==> src/rtl/fetch_halfword_aligner_pkg.sv <==
// Shared types and helpers for the fetch halfword aligner.
package fetch_pkg;
  typedef enum logic [1:0] {IDLE, REQ, WAIT, WAIT_DISCARD} fetch_state_t;

  localparam int HW_W = 16;

  function automatic logic is_compressed(input logic [HW_W-1:0] hw);
    return hw[1:0] != 2'b11;
  endfunction
endpackage

==> src/rtl/fetch_halfword_aligner_fifo.sv <==
// Halfword FIFO: shift-register storage with the head always at slot 0,
// push/pop of one or two entries per cycle and a synchronous flush.
module halfword_fifo import fetch_pkg::*; #(
  parameter int DEPTH = 4,
  parameter int W     = HW_W
) (
  input  logic                         clk,
  input  logic                         rst_n,
  input  logic                         flush,
  input  logic [1:0]                   push_n,
  input  logic [1:0][W-1:0]            push_data,
  input  logic [1:0]                   pop_n,
  output logic [$clog2(DEPTH+1)-1:0]   count,
  output logic [W-1:0]                 head0,
  output logic [W-1:0]                 head1
);
  localparam int CW = $clog2(DEPTH+1);

  logic [DEPTH-1:0][W-1:0] mem, mem_nxt;
  logic [CW-1:0]           base;

  // Pop shifts the survivors down first; pushes land right after them.
  always_comb begin
    base    = count - CW'(pop_n);
    mem_nxt = mem >> (W * int'(pop_n));
    for (int i = 0; i < DEPTH; i++) begin
      if (push_n != 2'd0 && CW'(i) == base)          mem_nxt[i] = push_data[0];
      if (push_n == 2'd2 && CW'(i) == base + CW'(1)) mem_nxt[i] = push_data[1];
    end
  end

  always_ff @(posedge clk or negedge rst_n) begin
    if (!rst_n) begin
      mem   <= '0;
      count <= '0;
    end else if (flush) begin
      count <= '0;
    end else begin
      mem   <= mem_nxt;
      count <= base + CW'(push_n);
    end
  end

  assign head0 = mem[0];
  assign head1 = mem[1];
endmodule

==> src/rtl/fetch_halfword_aligner.sv <==
// Fetch aligner: word reads in, whole 16/32-bit instructions out.
// Optional access-fault tracking is enabled with `define FETCH_ACCESS_FAULT_EN.
module fetch_halfword_aligner #(
  parameter int          BUF_HW   = 4,
  parameter logic [31:0] RESET_PC = 32'h0000_0000
) (
  input  logic        Clk,
  input  logic        ResetN,
  output logic        FetchReq,
  output logic [31:0] FetchAddr,
  input  logic        FetchGnt,
  input  logic        FetchRValid,
  input  logic [31:0] FetchRData,
`ifdef FETCH_ACCESS_FAULT_EN
  input  logic        FetchRErr,
  output logic        InstrFault,
`endif
  output logic        InstrValid,
  input  logic        InstrReady,
  output logic [31:0] InstrData,
  output logic        InstrCompressed,
  output logic [31:0] InstrPC,
  input  logic        Redirect,
  input  logic [31:0] RedirectPC
);
  import fetch_pkg::*;

  localparam int CW = $clog2(BUF_HW+1);
`ifdef FETCH_ACCESS_FAULT_EN
  localparam int EW = HW_W + 1;
`else
  localparam int EW = HW_W;
`endif

  fetch_state_t        state;
  logic                drop_low;
  logic [31:0]         head_pc;
  logic [CW-1:0]       count;
  logic [EW-1:0]       head0, head1;
  logic [HW_W-1:0]     hw0, hw1;
  logic                flt0, flt1;
  logic                one_hw, fault_instr, accept, rsp_take, fetch_stop;
  logic [1:0]          push_n, pop_n;
  logic [1:0][EW-1:0]  push_data;
  logic [HW_W-1:0]     rsp_lo, rsp_hi;

  assign rsp_lo = FetchRData[15:0];
  assign rsp_hi = FetchRData[31:16];

`ifdef FETCH_ACCESS_FAULT_EN
  logic faulted;
  assign push_data[0] = {FetchRErr, drop_low ? rsp_hi : rsp_lo};
  assign push_data[1] = {FetchRErr, rsp_hi};
  assign flt0         = head0[HW_W];
  assign flt1         = head1[HW_W];
  assign fetch_stop   = faulted;

  always_ff @(posedge Clk or negedge ResetN) begin
    if (!ResetN)                    faulted <= 1'b0;
    else if (Redirect)              faulted <= 1'b0;
    else if (rsp_take && FetchRErr) faulted <= 1'b1;
  end
`else
  assign push_data[0] = drop_low ? rsp_hi : rsp_lo;
  assign push_data[1] = rsp_hi;
  assign flt0         = 1'b0;
  assign flt1         = 1'b0;
  assign fetch_stop   = 1'b0;
`endif

  assign hw0 = head0[HW_W-1:0];
  assign hw1 = head1[HW_W-1:0];

  // A faulted head is presented alone so a bad parcel can never stall waiting for a partner.
  assign one_hw      = is_compressed(hw0) | flt0;
  assign fault_instr = flt0 | (~one_hw & flt1);

  assign InstrValid      = one_hw ? (count != '0) : (count >= CW'(2));
  assign InstrCompressed = InstrValid & one_hw;
  assign InstrPC         = head_pc;
  assign InstrData       = (!InstrValid || fault_instr) ? 32'h0 :
                           one_hw ? {16'h0, hw0} : {hw1, hw0};
`ifdef FETCH_ACCESS_FAULT_EN
  assign InstrFault      = InstrValid & fault_instr;
`endif

  assign accept   = InstrValid & InstrReady & ~Redirect;
  assign pop_n    = !accept ? 2'd0 : (one_hw ? 2'd1 : 2'd2);
  assign rsp_take = (state == WAIT) & FetchRValid & ~Redirect;
  assign push_n   = !rsp_take ? 2'd0 : (drop_low ? 2'd1 : 2'd2);

  halfword_fifo #(.DEPTH(BUF_HW), .W(EW)) u_fifo (
    .clk       (Clk),
    .rst_n     (ResetN),
    .flush     (Redirect),
    .push_n    (push_n),
    .push_data (push_data),
    .pop_n     (pop_n),
    .count     (count),
    .head0     (head0),
    .head1     (head1)
  );

  always_ff @(posedge Clk or negedge ResetN) begin
    if (!ResetN) begin
      state     <= IDLE;
      FetchReq  <= 1'b0;
      FetchAddr <= RESET_PC & 32'hFFFF_FFFC;
      drop_low  <= RESET_PC[1];
      head_pc   <= RESET_PC & 32'hFFFF_FFFE;
    end else begin
      if (Redirect) begin
        FetchAddr <= RedirectPC & 32'hFFFF_FFFC;
        drop_low  <= RedirectPC[1];
        head_pc   <= RedirectPC & 32'hFFFF_FFFE;
      end else begin
        if (accept) head_pc <= head_pc + (one_hw ? 32'd2 : 32'd4);
        if (rsp_take) begin
          FetchAddr <= FetchAddr + 32'd4;
          drop_low  <= 1'b0;
        end
      end

      case (state)
        IDLE:
          if (!Redirect && !fetch_stop && count <= CW'(BUF_HW-2)) begin
            state    <= REQ;
            FetchReq <= 1'b1;
          end
        REQ:
          // A grant coinciding with a redirect is for the old address.
          if (FetchGnt) begin
            state    <= Redirect ? WAIT_DISCARD : WAIT;
            FetchReq <= 1'b0;
          end
        WAIT:
          if (Redirect)         state <= FetchRValid ? IDLE : WAIT_DISCARD;
          else if (FetchRValid) state <= IDLE;
        WAIT_DISCARD:
          if (FetchRValid) begin
            state    <= REQ;
            FetchReq <= 1'b1;
          end
        default: begin
          state    <= IDLE;
          FetchReq <= 1'b0;
        end
      endcase
    end
  end
endmodule

==> config.mk <==
export PLATFORM = sky130hd
export DESIGN_NAME = fetch_halfword_aligner
export DESIGN_NICKNAME = d
export VERILOG_FILES = /design/src/rtl/fetch_halfword_aligner_pkg.sv /design/src/rtl/fetch_halfword_aligner_fifo.sv /design/src/rtl/fetch_halfword_aligner.sv
export SDC_FILE = /design/constraint.sdc
export NUM_CORES = 1
export LEC_CHECK = 0
export ABC_AREA = 1
export BUFFER_PORTS_ARGS = -buffer_cell sky130_fd_sc_hd__buf_2
export CELL_PAD_IN_SITES_DETAIL_PLACEMENT = 1
export CELL_PAD_IN_SITES_GLOBAL_PLACEMENT = 1
export CORE_AREA = 8 8 141 175
export DETAILED_ROUTE_END_ITERATION = 8
export DIE_AREA = 0 0 149 183
export PLACE_DENSITY = 0.93
export SLEW_MARGIN = 20
export SYNTH_ARGS = -nofsm -noshare
export SYNTH_HDL_FRONTEND = slang
export SYNTH_SLANG_ARGS = --single-unit
==> constraint.sdc <==
create_clock -name Clk -period 9.7 [get_ports Clk]
set_input_delay 0.485 -clock Clk [delete_from_list [all_inputs] [get_ports Clk]]
set_output_delay 0.485 -clock Clk [all_outputs]
set_load 0.05 [all_outputs]
==> metrics.md, run 1 <==
| Metric | Value |
|---|---|
| Number of DRC markers after the initial detailed-route iteration | `779` |
| Status | `completed` |
| Post-synthesis area per instance | `6.37 µm²` |
| Peak supply drop | `0.124 mV` |
| Count of cells along the worst register-to-register path | `18` |
| Number of input and output port buffers inserted | `164` |
| Library cell appearing most often on the critical path | `inv_1` |
| Detail-routed via count per cell | `5.74` |
| Fraction of post-synthesis cell area in the top cell type by area | `35.8%` |
| Period utilisation layout | `53.1%` |
| Share of the yosys chip area belonging to registers | `35.8%` |
| Critical path cell sequence | `buf_2 -> buf_4 -> inv_1 -> nand2_1 -> nor2_4 -> ha_1 -> inv_1 -> fa_1 -> inv_1 -> nor2_1 -> ha_1 -> nand2_1 -> inv_1 -> nand2_2 -> inv_2 -> nor2_1 -> nand2_1 -> nand3_1` |
| CTS buffer count | `17` |
| Primary flip-flop cell chosen by synthesis mapping | `dfrtp_1` |
| Worst r2r dst | `u_fifo.head0[12]$_DFFE_PN0P_` |
| Number of H-tree levels | `4` |
| Starting density of the core | `42.0%` |
| Setup TNS after final layout | `0 ns` |
| Cell with the largest stage delay on the worst path | `nor2_4` |
| Unrepaired setup endpoints after global routing | `no` |
| GRT overflow | `0` |
| Later-pin clock latency in the skew report | `0.45 ns` |
| Total I/O pin count | `169` |
| Gate count after technology mapping | `1448` |
| Postcts setup bufs | `0` |
| Vertical extent of the die | `183 µm` |
| Hold-fix buffers at CTS | `0` |
| Antenna viol nets, final | `0` |
| Chip Width | `149 µm` |
| Hold Crit Class | `in2async` |
| Worst r2r src | `u_fifo.head0[1]$_DFFE_PN0P_` |
| Global-route wire length before repair | `62000 µm` |
| Total die area | `27300 µm²` |
| Post-synthesis sequential element count | `132` |
| PwrDens | `225 nW/µm²` |
| Number of flops mapped to enable cells by yosys | `0` |
| Cell area after synthesis | `9230 µm²` |
| Layout area overhead | `16.8%` |
| First-pass iteration count of the detailed router | `5` |
| Stage delay of the slowest cell on the critical path | `0.72 ns` |
| Buffer cell driving the clock tree root | `clkbuf_16` |
| Initial antenna violation count | `1` |
| Most frequent cell after synthesis | `nand2_1` |
| Post-cts sizing count | `0` |
| XOR/XNOR Fraction of Synth Area | `2.83%` |
| Maximum operating frequency | `0.194 GHz` |
| Detailed-route wire length | `39100 µm` |
| Core Rows | `61` |
| Share of async-settable or async-resettable flops after synthesis | `100%` |
| Worst Skew | `0.0164 ns` |
| Setup slack of the most critical reg-to-reg path | `4.72 ns` |
| Via count of the first global-routing pass | `11500` |
| FILL cells | `3032` |
| Yosys Warn Count | `0` |
| Final-stage net count | `1660` |
| Post-synthesis compound-gate area fraction | `8.71%` |
| Total via count after detailed routing | `10800` |
| HPWL after DPL | `26800 µm` |
| Largest driver fanout on the critical path | `45` |
| Global-route usage over all layers | `28.8%` |
| Shortest clock period the worst path allows after layout | `5.15 ns` |
| Basic-gate share of the synthesized area counting and, or, nand and nor cells | `42.1%` |
| Fin. Hold Viols | `0` |
| Sink Count | `132` |
| Share of cell area taken by muxes after synthesis | `0.108%` |
| Top cells by count, synth | `489 x nand2_1, 251 x nor2_1, 132 x dfrtp_1, 122 x inv_1, 121 x nand3_1` |
| Clk slew on worst S/H paths | `0.07 ns` |
| Detail-routed net length per standard cell | `20.9 µm` |
| Worst-case headroom to the max-slew limit | `28.5%` |
| Adder-Cell Fraction of Synth Area | `2.01%` |
| Data required time at the worst endpoint | `10.07 ns` |
| Cell taking the most area after synthesis | `dfrtp_1` |
| Actual slew at the worst max-slew pin | `1.07 ns` |
| Number of different library cells in the post-synthesis netlist | `38` |
| Endpoint type of the worst setup path | `flop` |
| Sort of element at the start of the critical path | `primary input` |
| Max-cap violations | `0` |
| Most area-consuming cells after synthesis | `dfrtp_1 36%, nand2_1 20%, nor2_1 10%, nand3_1 6.6%, inv_1 5.0%` |
| Main combinational cell family by area after synthesis | `simple AND/OR/NAND/NOR gates` |
| Floorplan Core Area | `22000 µm²` |
| CTS Buffer Depth | `2` |
| Total setup violations reported at the end of the flow | `0` |
| Maximum number of pins on one net before global-route repair | `78` |
| Routability cong. | `0.912` |
| Classification of the worst setup path | `in2reg` |
| TritonCTS clock tree | `done` |
| Count of final max-slew check failures | `0` |
| Static Leakage | `5.46 nW` |
| Total Power | `2.43 mW` |
| Remaining design rule violation count | `0` |
| Data arrival time of the critical path | `5.52 ns` |
| Share of post-route cells with drive strength above 1 | `14.7%` |
## final cells by class
cell class	instances	area [µm²]	area share [%]
Antenna cell	1	2.50	0.0232
Clock buffer	17	425	3.95
Clock inverter	15	171	1.59
Inverter	129	484	4.49
Multi-Input combinational cell	1128	5170	48.0
Sequential cell	132	3300	30.7
Tap cell	283	354	3.29
Timing Repair Buffer	169	865	8.02
## sequential cells by signal, summed over array words and instances, names as in the netlist
| name | cells |
|---|---|
| FetchReq | 1 |
| u_fifo.mem | 32 |
| u_fifo.head1 | 16 |
| drop_low | 1 |
| InstrPC | 31 |
| state | 2 |
| u_fifo.head0 | 16 |
| u_fifo.count | 3 |
| FetchAddr | 30 |
## where the power goes
| part | internal, mW | total [mW] | switching (mW) |
|---|---|---|---|
| Combinational | 0.240 | 0.878 | 0.638 |
| Sequential | 0.704 | 0.869 | 0.166 |
| Clock | 0.386 | 0.680 | 0.294 |
## per-stage QoR
step | worst slack, ns | instances | area [µm²] | hold WS [ns] | utilization (%)
3_5_place_dp | 4.17 | 1841 | 10200 | 0.502 | 46.3
2_1_floorplan | 6.42 | 1450 | 9240 | 0.189 | -
3_3_place_gp | 4.47 | 1841 | 10200 | 0.490 | 46.3
5_1_grt | 4.24 | 1874 | 10800 | 0.115 | 49.0
6_report | 4.55 | 1874 | 10800 | 0.0514 | 49.0
4_1_cts | 4.60 | 1873 | 10800 | 0.106 | 49.0
## layout by cell type (no fill, tap or decap), types with 20 or more instances in the layout
cell | synthesis | final
a21oi_1 | 53 | 53
nor2_1 | 251 | 251
xor2_1 | 21 | 21
nand4_1 | 27 | 27
a31oi_1 | 20 | 20
nand3_1 | 121 | 121
inv_1 | 122 | 121
buf_2 | 25 | 163
o21ai_0 | 54 | 54
nand2_1 | 489 | 488
dfrtp_1 | 132 | 132
## how the worst max path moves through the flow
stage                                            from                      endpoint  slack (ns)
after floorplan           u_fifo.head0[1]$_DFFE_PN0P_  u_fifo.head0[10]$_DFFE_PN0P_        6.42
after global placement                       Redirect   u_fifo.head0[7]$_DFFE_PN0P_        4.47
after detailed placement                     Redirect    u_fifo.mem[63]$_DFFE_PN0N_        4.17
after CTS                                    Redirect    u_fifo.mem[60]$_DFFE_PN0N_        4.60
after global routing                         Redirect  u_fifo.head0[12]$_DFFE_PN0P_        4.24
final                                        Redirect  u_fifo.head0[12]$_DFFE_PN0P_        4.55
## worst max-delay path: cells and delay by family
kind	cells	cell delay (ns)
buf+inv	7	1.63
simple gates	8	2.14
fa+ha+maj	3	1.18
## kinds of logic after synthesis
family / Yosys count
AO/OA/AOI/OAI: 147
XOR/XNOR: 29
adder cells (fa/ha/maj): 13
buffers and inverters: 190
flip-flops: 132
multiplexers: 1
other: 1
AND/OR/NAND/NOR: 935
## per-layer routing
layer	routed length (µm)	share of wire [%]	global-route usage, %
met3	2680	6.9	5.23
met5	0	0	0
met1	14700	38	32.0
met2	18900	48	48.5
met4	2800	7.2	21.0
Power figures use the tool's default switching activity.
==> run 2: changes to the inputs <==
--- a/config.mk
+++ b/config.mk
@@ -5,14 +5,14 @@
 export SDC_FILE = /design/constraint.sdc
 export NUM_CORES = 1
 export LEC_CHECK = 0
-export ABC_AREA = 1
+export ABC_AREA = 0
 export BUFFER_PORTS_ARGS = -buffer_cell sky130_fd_sc_hd__buf_2
 export CELL_PAD_IN_SITES_DETAIL_PLACEMENT = 1
 export CELL_PAD_IN_SITES_GLOBAL_PLACEMENT = 1
-export CORE_AREA = 8 8 141 175
+export CORE_AREA = 8 8 135 169
 export DETAILED_ROUTE_END_ITERATION = 8
-export DIE_AREA = 0 0 149 183
-export PLACE_DENSITY = 0.93
+export DIE_AREA = 0 0 143 177
+export PLACE_DENSITY = 0.86
 export SLEW_MARGIN = 20
 export SYNTH_ARGS = -nofsm -noshare
 export SYNTH_HDL_FRONTEND = slang
==> constraint.sdc (replaced) <==
create_clock -name Clk -period 5 [get_ports Clk]
set_input_delay 0.25 -clock Clk [delete_from_list [all_inputs] [get_ports Clk]]
set_output_delay 0.25 -clock Clk [all_outputs]
set_load 0.05 [all_outputs]
==> run 2 against run 1 <==
Via count shrank 26%; clock skew shrank 0.0028 ns; critical path depth down 3; register-to-register slack got worse by 4.1 ns.
==> metrics.md, run 2 <==
| Metric | Value |
|---|---|
| Status | `completed` |
| Detail-routed net length per standard cell | `23.1 µm` |
| Number of DRC markers after the initial detailed-route iteration | `553` |
| Starting density of the core | `40.8%` |
| HPWL after DPL | `21200 µm` |
| Total Power | `4.23 mW` |
| Chip Width | `143 µm` |
| Primary flip-flop cell chosen by synthesis mapping | `dfrtp_1` |
| Antenna viol nets, final | `0` |
| Clock Power Share | `29.5%` |
| Highest metal layer used by the detailed router | `met4` |
| Top cells by count, synth | `132 x dfrtp_1, 87 x nor2_1, 60 x mux2_2, 56 x nand3_1, 54 x a21oi_1` |
| Routed length on met1 | `11500 µm` |
| Via count of the first global-routing pass | `8801` |
| Count of final max-slew check failures | `0` |
| Share of power burned in combinational logic | `32.9%` |
| Worst r2r dst | `u_fifo.mem[36]$_DFFE_PN0N_` |
| Total non-filler cell area in the finished layout | `9950 µm²` |
| Cell area after placement | `9350 µm²` |
| Post-synthesis sequential element count | `132` |
| Shortest clock period the worst path allows after layout | `4.37 ns` |
| Worst slack at placement | `0.750 ns` |
| Unrepaired setup endpoints after global routing | `no` |
| PwrDens | `426 nW/µm²` |
| Vertical extent of the die | `177 µm` |
| Count of cells along the worst register-to-register path | `15` |
| Sort of element at the start of the critical path | `flop` |
| Core Rows | `59` |
| Final core occ | `49.0%` |
| Number of H-tree levels | `4` |
| Postcts setup bufs | `0` |
| Max reg flops | `32` |
| Initial antenna violation count | `0` |
| Remaining design rule violation count | `0` |
| Hold-fix buffers at CTS | `1` |
| Sink Count | `132` |
| Total I/O pin count | `169` |
| Cell area after synthesis | `8280 µm²` |
| Wire length on met2 | `16100 µm` |
| Detailed-route wire length | `30400 µm` |
| Actual slew at the worst max-slew pin | `1.07 ns` |
| CTS Buffer Depth | `2` |
| Commonest cells after routing, fill and taps aside | `163 x buf_2, 132 x dfrtp_1, 87 x nor2_1, 60 x mux2_2, 56 x nand3_1` |
| Global-route wire length before repair | `48000 µm` |
| Final-stage net count | `1115` |
| Setup WS post-layout | `0.632 ns` |
| Max-cap violations | `0` |
| Layout area overhead | `20.1%` |
| Leading cell type in the layout, fill and taps excluded | `buf_2` |
| Period utilisation layout | `87.4%` |
| Yosys Warn Count | `0` |
| Total via count after detailed routing | `8014` |
| Clk slew on worst S/H paths | `0.07 ns` |
| Fin. Hold Viols | `0` |
| Largest driver fanout on the critical path | `17` |
| Register name with the most flops | `u_fifo.mem` |
| Hold Crit Start | `RedirectPC[12]` |
| Data required time at the worst endpoint | `5.33 ns` |
| Buffer cell driving the clock tree root | `clkbuf_16` |
| Gate count after technology mapping | `890` |
| Total setup violations reported at the end of the flow | `0` |
| Setup slack of the most critical reg-to-reg path | `0.63 ns` |
| Worst r2r src | `u_fifo.head0[1]$_DFFE_PN0P_` |
| Share of async-settable or async-resettable flops after synthesis | `100%` |
| Total die area | `25300 µm²` |
| Data arrival time of the critical path | `4.70 ns` |
| Maximum number of pins on one net before global-route repair | `95` |
| Share of post-route cells with drive strength above 1 | `28.5%` |
| Inserted Diodes | `0` |
| End point of the worst hold path | `FetchAddr[12]$_DFFE_PN0N_` |
| Maximum operating frequency | `0.229 GHz` |
| TritonCTS clock tree | `done` |
| First-pass iteration count of the detailed router | `5` |
| GRT overflow | `0` |
| Cell taking the most area after synthesis | `dfrtp_1` |
| Number of flops mapped to enable cells by yosys | `0` |
| Post-synthesis area per instance | `9.31 µm²` |
| Static Leakage | `4.25 nW` |
| Peak supply drop | `0.279 mV` |
| Post-cts sizing count | `0` |
| Sequential cell fraction of total power | `37.5%` |
| Later-pin clock latency in the skew report | `0.42 ns` |
| Worst-case headroom to the max-slew limit | `28.6%` |
| Hold Crit Class | `in2reg` |
| Floorplan Core Area | `20300 µm²` |
| Endpoint type of the worst setup path | `flop` |
| Switching part of the total power | `40.2%` |
| Internal power | `2.53 mW` |
| FILL cells | `2380` |
| Share of the yosys chip area belonging to registers | `39.9%` |
| Global-route usage over all layers | `24.0%` |
| Fraction of post-synthesis cell area in the top cell type by area | `39.9%` |
| Most frequent cell after synthesis | `dfrtp_1` |
| Setup TNS after final layout | `0 ns` |
| CTS buffer count | `17` |
| Routability cong. | `0.845` |
| Detail-routed via count per cell | `6.08` |
| Reported net switching power | `1.70 mW` |
| Wire length on met3 | `1910 µm` |
| Number of input and output port buffers inserted | `164` |
| Worst Skew | `0.0136 ns` |
| Min-Delay Path Depth | `2` |
| Classification of the worst setup path | `reg2reg` |
| Most area-consuming cells after synthesis | `dfrtp_1 40%, mux2_2 8.2%, nor2_1 3.9%, a221o_1 3.9%, xnor2_1 3.8%` |
| Number of different library cells in the post-synthesis netlist | `62` |
==> run 2: cells by family after synthesis <==
logic type	Yosys count	synth area share [%]
and+or+nand+nor	311	19.1
AOI/OAI and AO/OA	222	19.3
DFF	132	39.9
buffers and inverters	89	4.50
muxes	68	9.12
xor gates and xnor gates	54	5.80
adders and majority gates	13	2.24
other	1	0.0453
==> run 2: area by class of cell <==
class | instances | area [µm²] | share of cell area [%]
Inverter | 21 | 78.8 | 0.792
Multi-Input combinational cell | 671 | 4630 | 46.5
Clock inverter | 14 | 140 | 1.41
Clock buffer | 18 | 439 | 4.41
Sequential cell | 132 | 3300 | 33.2
Timing Repair Buffer | 189 | 1020 | 10.2
Tap cell | 274 | 343 | 3.45
==> run 2: per-stage QoR <==
step | cells | hold slack, ns
finish | 1319 | 0.0762
global placement | 1286 | 0.420
floorplan | 892 | -0.0456
detailed placement | 1286 | 0.424
CTS | 1319 | 0.0622
global route | 1319 | 0.0670
==> run 2: worst max-delay path by stage <==
| stage | startpoint | end | slack [ns] | cells past startpoint |
|---|---|---|---|---|
| after detailed placement | Redirect | u_fifo.mem[36]$_DFFE_PN0N_ | 0.75 | 16 |
| after global placement | Redirect | u_fifo.mem[42]$_DFFE_PN0N_ | 0.93 | 16 |
| after global routing | u_fifo.head0[1]$_DFFE_PN0P_ | u_fifo.mem[39]$_DFFE_PN0N_ | 0.26 | 15 |
| final | u_fifo.head0[1]$_DFFE_PN0P_ | u_fifo.mem[36]$_DFFE_PN0N_ | 0.63 | 15 |
| after floorplan | u_fifo.count[2]$_DFF_PN0_ | u_fifo.mem[34]$_DFFE_PN0N_ | 1.04 | 17 |
| after CTS | u_fifo.head0[1]$_DFFE_PN0P_ | u_fifo.mem[36]$_DFFE_PN0N_ | 0.68 | 15 |
==> run 2: metal layers <==
layer  global-route usage, %  vias to the layer above
li1                        -                     3576
met5                       0                        -
met3                    4.26                       69
met1                    27.1                     4011
met2                    43.4                      358
met4                    10.1                        0
==> run 2: critical path, cell delays in order (launching register included) <==
cell and delay (ns):
dfrtp_1 0.42, nand2_1 0.23, o2111ai_2 0.13, buf_4 0.24, inv_1 0.10, ha_1 0.14
inv_1 0.05, fa_1 0.40, xnor2_2 0.37, inv_1 0.12, ha_1 0.33, nor2b_1 0.33
nand2_1 0.14, nor3_1 0.55, nor2_1 0.43, a31oi_1 0.27
==> run 2: power groups by stage <==
| stage | Sequential [mW] | Combinational [mW] | Clock (mW) |
|---|---|---|---|
| after global routing | 1.62 | 1.52 | 1.31 |
| after floorplan | 1.72 | 0.831 | 0 |
| after detailed placement | 1.60 | 1.38 | 0 |
| after CTS | 1.58 | 1.40 | 1.26 |
| final | 1.59 | 1.39 | 1.25 |
| after global placement | 1.58 | 1.33 | 0 |
